### src/rtl/uart_reg_bridge_pkg.sv
// Shared types and byte codes for the UART register bridge.
// The GET_CSUM state exists only when UART_REG_BRIDGE_CHECKSUM_EN is defined.
package uart_reg_bridge_pkg;

  typedef enum logic [2:0] {
    S_IDLE,
    S_GET_ADDR,
    S_GET_DATA,
`ifdef UART_REG_BRIDGE_CHECKSUM_EN
    S_GET_CSUM,
`endif
    S_EXEC,
    S_WAIT_RD,
    S_RESP
  } state_e;

  localparam logic [7:0] OP_WRITE = 8'h57;
  localparam logic [7:0] OP_READ  = 8'h52;
  localparam logic [7:0] RSP_ACK  = 8'h06;
  localparam logic [7:0] RSP_NAK  = 8'h15;

endpackage

### src/rtl/uart_bridge_timeout.sv
// Inter-byte timeout: reloads on clear_i, counts down while en_i, and flags
// expiry on the TIMEOUT_CYCLES-th consecutive enabled cycle.
module uart_bridge_timeout #(
  parameter int TIMEOUT_CYCLES = 100000
) (
  input  logic clk,
  input  logic rst_n,
  input  logic clear_i,
  input  logic en_i,
  output logic expired_o
);

  localparam int CW = $clog2(TIMEOUT_CYCLES + 1);
  localparam logic [CW-1:0] LOAD_VAL = CW'(TIMEOUT_CYCLES - 1);
  localparam logic [CW-1:0] CNT_ONE  = CW'(1);

  logic [CW-1:0] cnt_q;
  logic [CW-1:0] cnt_d;

  // Next count: reload, decrement toward zero, or hold.
  always_comb begin
    if (clear_i) begin
      cnt_d = LOAD_VAL;
    end else if (en_i && (cnt_q != '0)) begin
      cnt_d = cnt_q - CNT_ONE;
    end else begin
      cnt_d = cnt_q;
    end
  end

  // Counter register.
  always_ff @(posedge clk) begin
    if (!rst_n) begin
      cnt_q <= '0;
    end else begin
      cnt_q <= cnt_d;
    end
  end

  assign expired_o = en_i && (cnt_q == '0);

endmodule

### src/rtl/uart_reg_bridge.sv
// UART command responder: parses read/write frames from the RX FIFO, drives a
// register bus and pushes ACK/NAK/read data. Optional: UART_REG_BRIDGE_CHECKSUM_EN.
module uart_reg_bridge
  import uart_reg_bridge_pkg::*;
#(
  parameter int ADDR_W         = 4,
  parameter int TIMEOUT_CYCLES = 100000
) (
  input  logic              clk,
  input  logic              rst_n,
  input  logic              rx_data_valid,
  input  logic [7:0]        rx_data,
  output logic              rx_data_ready,
  input  logic              rx_framing_err,
  output logic              rx_framing_err_clr,
  input  logic              tx_data_ready,
  output logic              tx_data_valid,
  output logic [7:0]        tx_data,
  output logic              reg_wr_en,
  output logic              reg_rd_en,
  output logic [ADDR_W-1:0] reg_addr,
  output logic [7:0]        reg_wdata,
  input  logic [7:0]        reg_rdata,
  output logic [7:0]        err_count
);

`ifdef UART_REG_BRIDGE_CHECKSUM_EN
  localparam state_e AFTER_PAYLOAD = S_GET_CSUM;
`else
  localparam state_e AFTER_PAYLOAD = S_EXEC;
`endif

  state_e     state_q, state_d;
  logic       is_wr_q, is_wr_d;
  logic [7:0] addr_q, addr_d;
  logic [7:0] wdata_q, wdata_d;
  logic [7:0] resp_q, resp_d;
  logic       nak_q, nak_d;
  logic [7:0] err_q, err_d;
  logic       gap_q;
  logic       wait_s, accept_s, abort_s, addr_bad_s, err_evt_s;
  logic       tmo_expired_s;

`ifdef UART_REG_BRIDGE_CHECKSUM_EN
  logic [7:0] csum_q, csum_d;
  logic       csum_ok_q, csum_ok_d;
  assign wait_s     = (state_q == S_GET_ADDR) || (state_q == S_GET_DATA) || (state_q == S_GET_CSUM);
  assign addr_bad_s = ((addr_q >> ADDR_W) != 8'h00) || !csum_ok_q;
`else
  assign wait_s     = (state_q == S_GET_ADDR) || (state_q == S_GET_DATA);
  assign addr_bad_s = (addr_q >> ADDR_W) != 8'h00;
`endif

  // gap_q blanks ready for the cycle after a pop, since FIFO empty status lags.
  assign accept_s      = ((state_q == S_IDLE) || wait_s) && rx_data_valid && !gap_q && !rx_framing_err;
  assign rx_data_ready = accept_s;
  assign abort_s       = rx_framing_err && (state_q != S_RESP);
  assign err_d         = (err_evt_s && (err_q != 8'hFF)) ? err_q + 8'd1 : err_q;

  uart_bridge_timeout #(
    .TIMEOUT_CYCLES(TIMEOUT_CYCLES)
  ) u_timeout (
    .clk      (clk),
    .rst_n    (rst_n),
    .clear_i  (!wait_s || accept_s),
    .en_i     (wait_s && !accept_s),
    .expired_o(tmo_expired_s)
  );

  // Frame FSM: next state, datapath loads and one-cycle strobes.
  always_comb begin
    state_d            = state_q;
    is_wr_d            = is_wr_q;
    addr_d             = addr_q;
    wdata_d            = wdata_q;
    resp_d             = resp_q;
    nak_d              = nak_q;
    reg_wr_en          = 1'b0;
    reg_rd_en          = 1'b0;
    tx_data_valid      = 1'b0;
    rx_framing_err_clr = 1'b0;
    err_evt_s          = 1'b0;
`ifdef UART_REG_BRIDGE_CHECKSUM_EN
    csum_ok_d          = csum_ok_q;
`endif
    if (abort_s) begin
      state_d            = S_IDLE;
      rx_framing_err_clr = 1'b1;
      err_evt_s          = 1'b1;
    end else if (tmo_expired_s) begin
      state_d   = S_IDLE;
      err_evt_s = 1'b1;
    end else begin
      case (state_q)
        S_IDLE: begin
          if (accept_s && ((rx_data == OP_WRITE) || (rx_data == OP_READ))) begin
            is_wr_d = (rx_data == OP_WRITE);
            state_d = S_GET_ADDR;
          end else if (accept_s) begin
            resp_d  = RSP_NAK;
            nak_d   = 1'b1;
            state_d = S_RESP;
          end else begin
            state_d = S_IDLE;
          end
        end
        S_GET_ADDR: begin
          if (accept_s) begin
            addr_d  = rx_data;
            state_d = is_wr_q ? S_GET_DATA : AFTER_PAYLOAD;
          end else begin
            state_d = S_GET_ADDR;
          end
        end
        S_GET_DATA: begin
          if (accept_s) begin
            wdata_d = rx_data;
            state_d = AFTER_PAYLOAD;
          end else begin
            state_d = S_GET_DATA;
          end
        end
`ifdef UART_REG_BRIDGE_CHECKSUM_EN
        S_GET_CSUM: begin
          if (accept_s) begin
            csum_ok_d = (rx_data == csum_q);
            state_d   = S_EXEC;
          end else begin
            state_d = S_GET_CSUM;
          end
        end
`endif
        S_EXEC: begin
          if (addr_bad_s) begin
            resp_d  = RSP_NAK;
            nak_d   = 1'b1;
            state_d = S_RESP;
          end else if (is_wr_q) begin
            reg_wr_en = 1'b1;
            resp_d    = RSP_ACK;
            nak_d     = 1'b0;
            state_d   = S_RESP;
          end else begin
            reg_rd_en = 1'b1;
            state_d   = S_WAIT_RD;
          end
        end
        S_WAIT_RD: begin
          resp_d  = reg_rdata;
          nak_d   = 1'b0;
          state_d = S_RESP;
        end
        S_RESP: begin
          if (tx_data_ready) begin
            tx_data_valid = 1'b1;
            err_evt_s     = nak_q;
            state_d       = S_IDLE;
          end else begin
            state_d = S_RESP;
          end
        end
        default: state_d = S_IDLE;
      endcase
    end
  end

  // State and datapath registers.
  always_ff @(posedge clk) begin
    if (!rst_n) begin
      state_q <= S_IDLE;
      is_wr_q <= 1'b0;
      addr_q  <= 8'h00;
      wdata_q <= 8'h00;
      resp_q  <= 8'h00;
      nak_q   <= 1'b0;
      err_q   <= 8'h00;
      gap_q   <= 1'b1;
    end else begin
      state_q <= state_d;
      is_wr_q <= is_wr_d;
      addr_q  <= addr_d;
      wdata_q <= wdata_d;
      resp_q  <= resp_d;
      nak_q   <= nak_d;
      err_q   <= err_d;
      gap_q   <= accept_s;
    end
  end

`ifdef UART_REG_BRIDGE_CHECKSUM_EN
  // Running XOR of the frame, restarted by the opcode byte.
  always_comb begin
    if (accept_s && (state_q == S_IDLE)) begin
      csum_d = rx_data;
    end else if (accept_s) begin
      csum_d = csum_q ^ rx_data;
    end else begin
      csum_d = csum_q;
    end
  end

  // Checksum registers.
  always_ff @(posedge clk) begin
    if (!rst_n) begin
      csum_q    <= 8'h00;
      csum_ok_q <= 1'b0;
    end else begin
      csum_q    <= csum_d;
      csum_ok_q <= csum_ok_d;
    end
  end
`endif

  assign tx_data   = resp_q;
  assign reg_addr  = addr_q[ADDR_W-1:0];
  assign reg_wdata = wdata_q;
  assign err_count = err_q;

endmodule

### config.mk
export PLATFORM = sky130hd
export DESIGN_NAME = uart_reg_bridge
export DESIGN_NICKNAME = d
export VERILOG_FILES = /design/src/rtl/uart_reg_bridge_pkg.sv /design/src/rtl/uart_bridge_timeout.sv /design/src/rtl/uart_reg_bridge.sv
export SDC_FILE = /design/constraint.sdc
export NUM_CORES = 1
export LEC_CHECK = 0
export CAP_MARGIN = 20
export CORE_MARGIN = 10
export CORE_UTILIZATION = 55
export CTS_CLUSTER_DIAMETER = 120
export DETAILED_ROUTE_END_ITERATION = 10
export PLACE_DENSITY = 0.84
export SLEW_MARGIN = 5
export SYNTH_ARGS = -nofsm -noshare
export SYNTH_HDL_FRONTEND = slang
export SYNTH_HIERARCHICAL = 1
export SYNTH_SLANG_ARGS = --single-unit
export TNS_END_PERCENT = 5
### constraint.sdc
create_clock -name clk -period 8.1 [get_ports clk]
set_input_delay 1.62 -clock clk [delete_from_list [all_inputs] [get_ports clk]]
set_output_delay 1.62 -clock clk [all_outputs]
set_load 0.01 [all_outputs]
Word-level counts from Yosys, hierarchy flattened:

Index checks and enable logic that the tools add are counted.

* word-level logic and storage cells: 96
* bits in registers: 55
* output and inout bits: 33
* bits of input ports: 21

* reductions and logical operators: 29
* add/sub/neg operators: 2
* multiplexer cells: 40
* bitwise logic cells: 3
* equal/unequal tests: 12

Operators by type and width (number)
* $mux W17: 2
* $mux W8: 4
* $mux W1: 27
* $pmux W8 S3: 1
* $pmux W3 S6: 1
* $logic_not A17 Y1: 1
* $reduce_bool A17 Y1: 1
* $sub A17 B1 Y17 const B: 1
* $eq A8 B7 Y1 const B: 2
* $reduce_and A4 Y1: 3
* $logic_and A1 B1 Y1: 9
* $mux W3: 3
* $add A8 B1 Y8 const B: 1
* $ne A8 B8 Y1 const B: 1
* $reduce_bool A8 Y1: 1
* $eq A3 B2 Y1 const B: 2
* $eq A3 B3 Y1 const B: 2
* $ne A3 B3 Y1 const B: 2
* $reduce_and A6 Y1: 1
* $logic_not A1 Y1: 4
* $logic_or A1 B1 Y1: 4
* $ne A2 B2 Y1 const B: 2
* $eq A3 B1 Y1 const B: 1
* $logic_not A3 Y1: 1
* other kinds (7): 9

Depth between registers and ports, before layout:

Gate-level depths: netlist (run 1).

* word-level depth: 12
* mapped depth: 12
* gate-level depth less buffers: 11

Hierarchy:

The synthesis (run 1) kept the hierarchy.

By module, submodules not included
* uart_reg_bridge: area an instance 1849.3 µm², seq. area each 760.7 µm², instances 1, cells an instance 203
* uart_bridge_timeout: area an instance 989.7 µm², seq. area each 340.3 µm², instances 1, cells an instance 112

Worst setup path after synthesis (run 1):

No wires, ideal clock.

* kind: in2out
* start: in rx_framing_err
* end: out reg_wr_en
* setup slack: 3.246 ns
* data arrival time: 3.234 ns
* stages on the path: 8
* buffers on the path: 0
* required time: 6.480 ns
* cells stage by stage: nor3b_1 > nor2_1 > o21ai_0 > inv_1 > nand4bb_1 > nand3b_1 > nor2_1 > nor4b_1

* longest elaborated chain between the ends: 7
* elaborated cells on any way between the ends: 8
* those cells by class: mux: 2; reduce/logical: 6

Ends and longest elaborated chain
* from (decl): line uart_reg_bridge.sv:14 `input logic rx_framing_err,`
* $logic_not A1 Y1: line uart_reg_bridge.sv:55 `assign accept_s = ((state_q == S_IDLE) || wait_s) && rx_data_valid && !gap_q && !rx_framing_err;`
* $logic_and A1 B1 Y1: line uart_reg_bridge.sv:55
* $logic_not A1 Y1: line uart_reg_bridge.sv:66 `.en_i (wait_s && !accept_s),`
* $logic_and A1 B1 Y1: line uart_reg_bridge.sv:66
* $logic_and A1 B1 Y1: line uart_bridge_timeout.sv:40 `assign expired_o = en_i && (cnt_q == '0);`
* named net tmo_expired_s: line uart_reg_bridge.sv:42 `logic tmo_expired_s;`
* $mux W1: line uart_reg_bridge.sv:90 `end else if (tmo_expired_s) begin`
* $mux W1: line uart_reg_bridge.sv:86 `if (abort_s) begin`
* to (decl): line uart_reg_bridge.sv:19 `output logic reg_wr_en,`

The timed path passes the listed nets, and every way through them passes these cells.

Worst setup path after layout (run 1):

* start: in rx_framing_err
* end: out tx_data_valid

* longest elaborated chain between the ends: 7
* elaborated cells on any way between the ends: 8
* those cells by class: mux: 2; reduce/logical: 6

Ends and longest elaborated chain
* $logic_not A1 Y1: line uart_reg_bridge.sv:55
* $logic_and A1 B1 Y1: line uart_reg_bridge.sv:55
* $logic_not A1 Y1: line uart_reg_bridge.sv:66
* $logic_and A1 B1 Y1: line uart_reg_bridge.sv:66
* $logic_and A1 B1 Y1: line uart_bridge_timeout.sv:40
* named net tmo_expired_s: line uart_reg_bridge.sv:42
* $mux W1: line uart_reg_bridge.sv:90
* $mux W1: line uart_reg_bridge.sv:86
* to (decl): line uart_reg_bridge.sv:17 `output logic tx_data_valid,`

The timed path passes the listed nets, and every way through them passes these cells.

==> results of run 1 <==
## registers in the layout, summed over array words and instances, names as in the netlist
| name | count |
|---|---|
| nak_q | 1 |
| u_timeout/cnt_q | 17 |
| addr_q | 8 |
| err_count | 8 |
| reg_wdata | 8 |
| tx_data | 8 |
| gap_q | 1 |
| is_wr_q | 1 |
| state_q | 3 |
## worst min-delay path, delay by kind of cell (launching register included)
kind	cells	cell delay, ns
AND/OR/NAND/NOR	1	0.05
flip-flops	1	0.32
multiplexers	1	0.05
## synth_stat cells (3+ instances only)
library cell,number,area (µm²)
nor4b_1,3,26.3
buf_6,5,56.3
o31a_1,5,43.8
clkbuf_1,9,33.8
nor4_2,3,37.5
mux2i_1,31,310
and3_1,5,31.3
nand3_1,14,70.1
a211oi_1,4,30.0
dfxtp_1,55,1100
and2_1,5,31.3
nand2b_1,8,50.1
buf_4,5,37.5
nor3_1,7,35.0
nand3b_1,6,45.0
o21a_1,3,22.5
o31ai_1,5,37.5
nor2b_1,5,31.3
a21boi_0,3,22.5
nand2_1,24,90.1
inv_1,5,18.8
o21ai_0,8,40.0
nor4_1,4,25.0
a21oi_1,14,70.1
or4_1,6,45.0
nand4_1,3,18.8
xnor2_1,4,35.0
nor2_1,33,124
## metal layers
layer | part of all wire | GRT usage | vias up | wire, µm
met3 | 0.054 | 0.0448 | 9 | 357
met2 | 0.50 | 0.265 | 50 | 3310
met5 | 0 | 0 | - | 0
met1 | 0.43 | 0.179 | 1169 | 2850
li1 | - | - | 1227 | -
met4 | 0.014 | 0.0540 | 0 | 95
## how the worst max path moves through the flow
stage	start	endpoint	slack, ns	cells after the start
3_3_place_gp	rx_framing_err	tx_data_valid	1.87	11
6_report	rx_framing_err	tx_data_valid	1.78	11
2_1_floorplan	rx_framing_err	reg_wr_en	3.25	8
3_5_place_dp	rx_framing_err	tx_data_valid	1.80	11
5_1_grt	rx_framing_err	reg_wr_en	1.44	11
4_1_cts	rx_framing_err	tx_data_valid	1.80	11
## power by group
| part | switching [mW] | total [mW] | internal (mW) |
|---|---|---|---|
| Combinational | 0.0246 | 0.0502 | 0.0256 |
| Clock | 0.0992 | 0.163 | 0.0639 |
| Sequential | 0.00700 | 0.283 | 0.276 |
## placed cells by master, fill, tap and decap left out, types with 4 or more instances in the layout
master           netlist  layout
nor3_1                 7       7
or4_1                  6       6
o21ai_0                8       8
mux2i_1               31      31
nand2_1               24      24
o31a_1                 5       5
nand2b_1               8       8
inv_1                  5       5
a21oi_1               14      14
a211oi_1               4       4
dfxtp_1               55      55
and3_1                 5       5
o31ai_1                5       5
clkbuf_8               0       5
nor2b_1                5       5
nand3_1               14      14
nor2_1                33      33
nand3b_1               6       6
xnor2_1                4       4
nor4_1                 4       4
clkdlybuf4s50_1        0      53
and2_1                 5       5
## cells by family (layout without fill, tap and decap cells)
family	after synthesis	after routing	synth area share
AO/OA/AOI/OAI	55	55	0.133
XOR/XNOR	4	4	0.0123
adder cells (fa/ha/maj)	2	2	0.00881
buffers and inverters	25	68	0.0533
flip-flops	55	55	0.388
multiplexers	31	31	0.109
AND/OR/NAND/NOR	143	143	0.296
## area by class of cell
class | count | area share
well taps | 70 | 0.0255
multi-input cells | 235 | 0.462
clock buffers | 5 | 0.0200
clock inverters | 3 | 0.00765
inverters | 5 | 0.00546
flip-flops and latches | 55 | 0.321
repair buffers | 55 | 0.159
## stage by stage
stage / hold WS [ns] / std cells / total power [mW] / setup slack, ns / util
2_1_floorplan: 0.434 / 315 / 0.316 / 3.25 / -
3_3_place_gp: 0.444 / 420 / 0.338 / 1.87 / 0.662
3_5_place_dp: 0.451 / 420 / 0.339 / 1.80 / 0.662
4_1_cts: 0.467 / 428 / 0.498 / 1.80 / 0.681
5_1_grt: 0.483 / 428 / 0.515 / 1.44 / 0.681
6_report: 0.463 / 428 / 0.496 / 1.78 / 0.681
==> flow_summary.ini, run 1 <==
[die]
die_w_um = 91.8
initial_core_util = 0.563
die-area_mm2 = 0.00844
rows = 26
die_y_um = 91.8
io_pins = 54
core_region_area_mm2 = 0.00504

[synth]
syn_area_per_cell_um2 = 9.01
ys_seq_area_frac = 0.388
synthArstFlopShare = 0
syn_area_mm2 = 0.00284
ys_ff_latch = 55
synth-edff-count = 0
synthCells = 315
synth_cell_types = 53
synth.net_count = 338
yosys_most_used_dff = dfxtp_1
yosysWarningCount = 6

[sta]
setup_violations = 0
skew_ns = 0.00787
max_slew_margin = 0.488
tightestPinTransition_ns = 0.767
rsz0062_at_grt = no
setup-tns-final_ns = 0
fmax_ghz = 0.158
finalHoldViolations = 0
final_max_slew_viol_count = 0
fin_crit_ns = 6.32
period_share = 0.780

[worst_setup_path]
cpPeakStageDelay_ns = 0.58
worst-setup-path-type = input port to output pin
reg2reg_depth = 11
crit_buf_inv = 4
timing.rr.end = err_count[7]
r2r_slack_ns = 4.60
endpoint_kind = output pin
crit_path_max_fanout = 19
start_kind = input port
path_delay_family = simple AND/OR/NAND/NOR gates
r2r_start = state_q[0]
crit_required_ns = 6.48
crit_chain = clkdlybuf4s50_1 -> nor3b_1 -> nor2_1 -> o21ai_0 -> buf_4 -> inv_1 -> nand4bb_1 -> nand3b_1 -> nor2_1 -> and4b_1 -> clkdlybuf4s50_1
slowest_stage = clkdlybuf4s50_1
crit_arrival_ns = 4.70

[placed_design]
place.gp.congestion = 0.876
io_buffers = 53
place_area_mm2 = 0.00334
hpwlAfterDp_mm = 4.80

[global_routing]
grt_pass1_wl_mm = 11.1
track_usage = 0.154
grt_pass1_vias = 2362
grt_max_degree = 37
antenna_found_initial = 0
grt-ovfl-total = 0

[layout]
drive_gt1_frac = 0.0698
multi_input_area_mm2 = 0.00159
final-seq-area_mm2 = 0.00110
final_cell_area_mm2 = 0.00343
diodes = 0
final_nets = 380
syn2layout_area_growth_pct = 21.0
fill_cells = 404

[clock_tree]
cts_buffers = 5
clock_latency_ns = 0.32
root_buffer = clkbuf_8
clk_pin_slew_ns = 0.10
htree_num_levels = 2
postCtsHoldBufs = 0
cts_buffer_depth = 2
cts_resized = 0
postCtsSetupBuffers = 0
cts_sinks = 55
cts_tree = yes

[min_path]
hold-path-cell-count = 2
hold_path_class = flip-flop to flip-flop
hold_start = tx_data[4]
hold_end = tx_data[4]

[drt]
drc = 0
drt_wl_total_mm = 6.61
dr_total_vias = 2455
drt-pass1-iter-count = 4
ant_nets = 0
post_drt_wl_per_cell_um = 15.5
avgViaCountPerCell = 5.74
first_iter_violations = 159

[power_and_ir_drop]
vdd_drop_max_v = 0.000128
leakagePower_nw = 1.19
power_density_mw_per_mm2 = 145

[flow_run]
drv_cap = 0

[run_status]
outcome = complete, no violations
Note: power is estimated with default switching activity, not from simulation.
==> inputs of run 2 (changes only) <==
Settings changed: CORE_UTILIZATION 55 to 47, PLACE_DENSITY 0.84 to 0.76.
Clock period 8.1 ns to 5.3 ns, I/O delays scaled along.
==> flow_summary.ini, run 2 (synthesis results as in run 1) <==
[worst_setup_path]
timing.rr.end = err_count[7]
crit_buf_inv = 3
crit_required_ns = 4.24
crit_chain = clkdlybuf4s50_1 -> nor3b_1 -> nor2_1 -> o21ai_0 -> inv_1 -> nand4bb_1 -> nand3b_1 -> nor2_1 -> and4b_1 -> clkdlybuf4s50_1
start_kind = input port
r2r_slack_ns = 1.98
cp-endpoint = tx_data_valid
r2r_start = state_q[0]
cp_num_cells = 10
path_delay_family = simple AND/OR/NAND/NOR gates
reg2reg_depth = 10
worst-setup-path-type = input port to output pin
endpoint_kind = output pin
crit_path_max_fanout = 7
crit_start = rx_framing_err
crit_arrival_ns = 3.94
slowest_stage = clkdlybuf4s50_1
cpPeakStageDelay_ns = 0.60

[sta]
max_slew_margin = 0.503
rsz0062_at_grt = no
period_share = 0.944
timing.final.ws_setup_ns = 0.295
tightestPinTransition_ns = 0.739
fmax_ghz = 0.200
skew_ns = 0.00885
hold_ws_ns = 0.459
setup-tns-final_ns = 0
final_max_slew_viol_count = 0
fin_crit_ns = 5.00
finalHoldViolations = 0
setup_violations = 0

[global_routing]
antenna_found_initial = 0
grt_pass1_wl_mm = 10.8
grt_max_degree = 25
grt-ovfl-total = 0
grt_pass1_vias = 2255
track_usage = 0.130

[die]
die_w_um = 97.7
core_region_area_mm2 = 0.00589
rows = 28
die-area_mm2 = 0.00955
die_y_um = 97.7
initial_core_util = 0.482
io_pins = 54

[clock_tree]
root_buffer = clkbuf_8
clk_pin_slew_ns = 0.10
cts_resized = 0
clock_latency_ns = 0.31
postCtsSetupBuffers = 0
postCtsHoldBufs = 0
cts_buffer_depth = 2
htree_num_levels = 2
cts_tree = yes
cts_sinks = 55
cts_buffers = 5

[layout]
final_common_cell = dfxtp_1
final_cell_mix = dfxtp_1 (55), clkdlybuf4s50_1 (53), nor2_1 (33)
diodes = 0
syn2layout_area_growth_pct = 21.3
final_cell_area_mm2 = 0.00344
fill_cells = 539
final_cells = 434
final_nets = 381
regMostFlops = u_timeout/cnt_q
largest_reg_flops = 17
drive_gt1_frac = 0.0724

[placed_design]
place_area_mm2 = 0.00335
post-place-cells = 426
hpwlAfterDp_mm = 4.77
place.gp.congestion = 0.840
pre_cts_ws_ns = 0.355
io_buffers = 53

[min_path]
hold_path_class = flip-flop to flip-flop
hold-path-cell-count = 2

[run_status]
outcome = complete, no violations

[drt]
dr_total_vias = 2434
drt_wl_total_mm = 6.40
drt-pass1-iter-count = 4
first_iter_violations = 106
post_drt_wl_per_cell_um = 14.7
avgViaCountPerCell = 5.61
ant_nets = 0
drc = 0

[power_and_ir_drop]
vdd_drop_max_v = 0.000144
leakagePower_nw = 1.20
power_density_mw_per_mm2 = 216

[flow_run]
drv_cap = 0
-- run 2: worst min path at each step --
stage | to | slack (ns) | start
after detailed placement | nak_q | 0.45 | nak_q
after global placement | nak_q | 0.44 | nak_q
final | nak_q | 0.46 | nak_q
after global routing | tx_data[4] | 0.49 | tx_data[4]
after floorplan | nak_q | 0.43 | nak_q
after CTS | nak_q | 0.46 | nak_q
-- run 2: tightest hold or removal path: cells and delay by family, from the launching register on --
| family | cells | cell delay, ns |
|---|---|---|
| and+or+nand+nor | 1 | 0.05 |
| muxes | 1 | 0.05 |
| DFF | 1 | 0.32 |
-- run 2: routing by layer --
metal	GRT usage	vias up	wire length, µm
met2	0.222	51	3220
met4	0.0403	0	48
met5	0	-	0
met3	0.0413	4	310
met1	0.152	1153	2820
li1	-	1226	-
-- run 2: stage by stage --
stage	utilization	total power, mW
after floorplan	-	0.484
after global placement	0.570	0.516
after detailed placement	0.570	0.518
after CTS	0.585	0.755
after global routing	0.585	0.775
final	0.585	0.743
-- run 2: area by class of cell --
type | count | area [µm²] | area share
multi-input combinational | 235 | 1590 | 0.461
sequential | 55 | 1100 | 0.320
timing repair buffer | 56 | 553 | 0.161
tap | 75 | 93.8 | 0.0272
clock buffer | 5 | 68.8 | 0.0200
clock inverter | 3 | 22.5 | 0.00654
inverter | 5 | 18.8 | 0.00545
-- run 2: where the power goes --
group | switching [mW] | internal (mW)
Combinational | 0.0369 | 0.0390
Clock | 0.140 | 0.0950
Sequential | 0.0105 | 0.422
Total | 0.187 | 0.556
==> inputs of run 3 (changes only) <==
Settings changed: TNS_END_PERCENT 5 to 100.
==> results of run 3 <==
Final layout, timing and power as in run 2 (identical DEF).
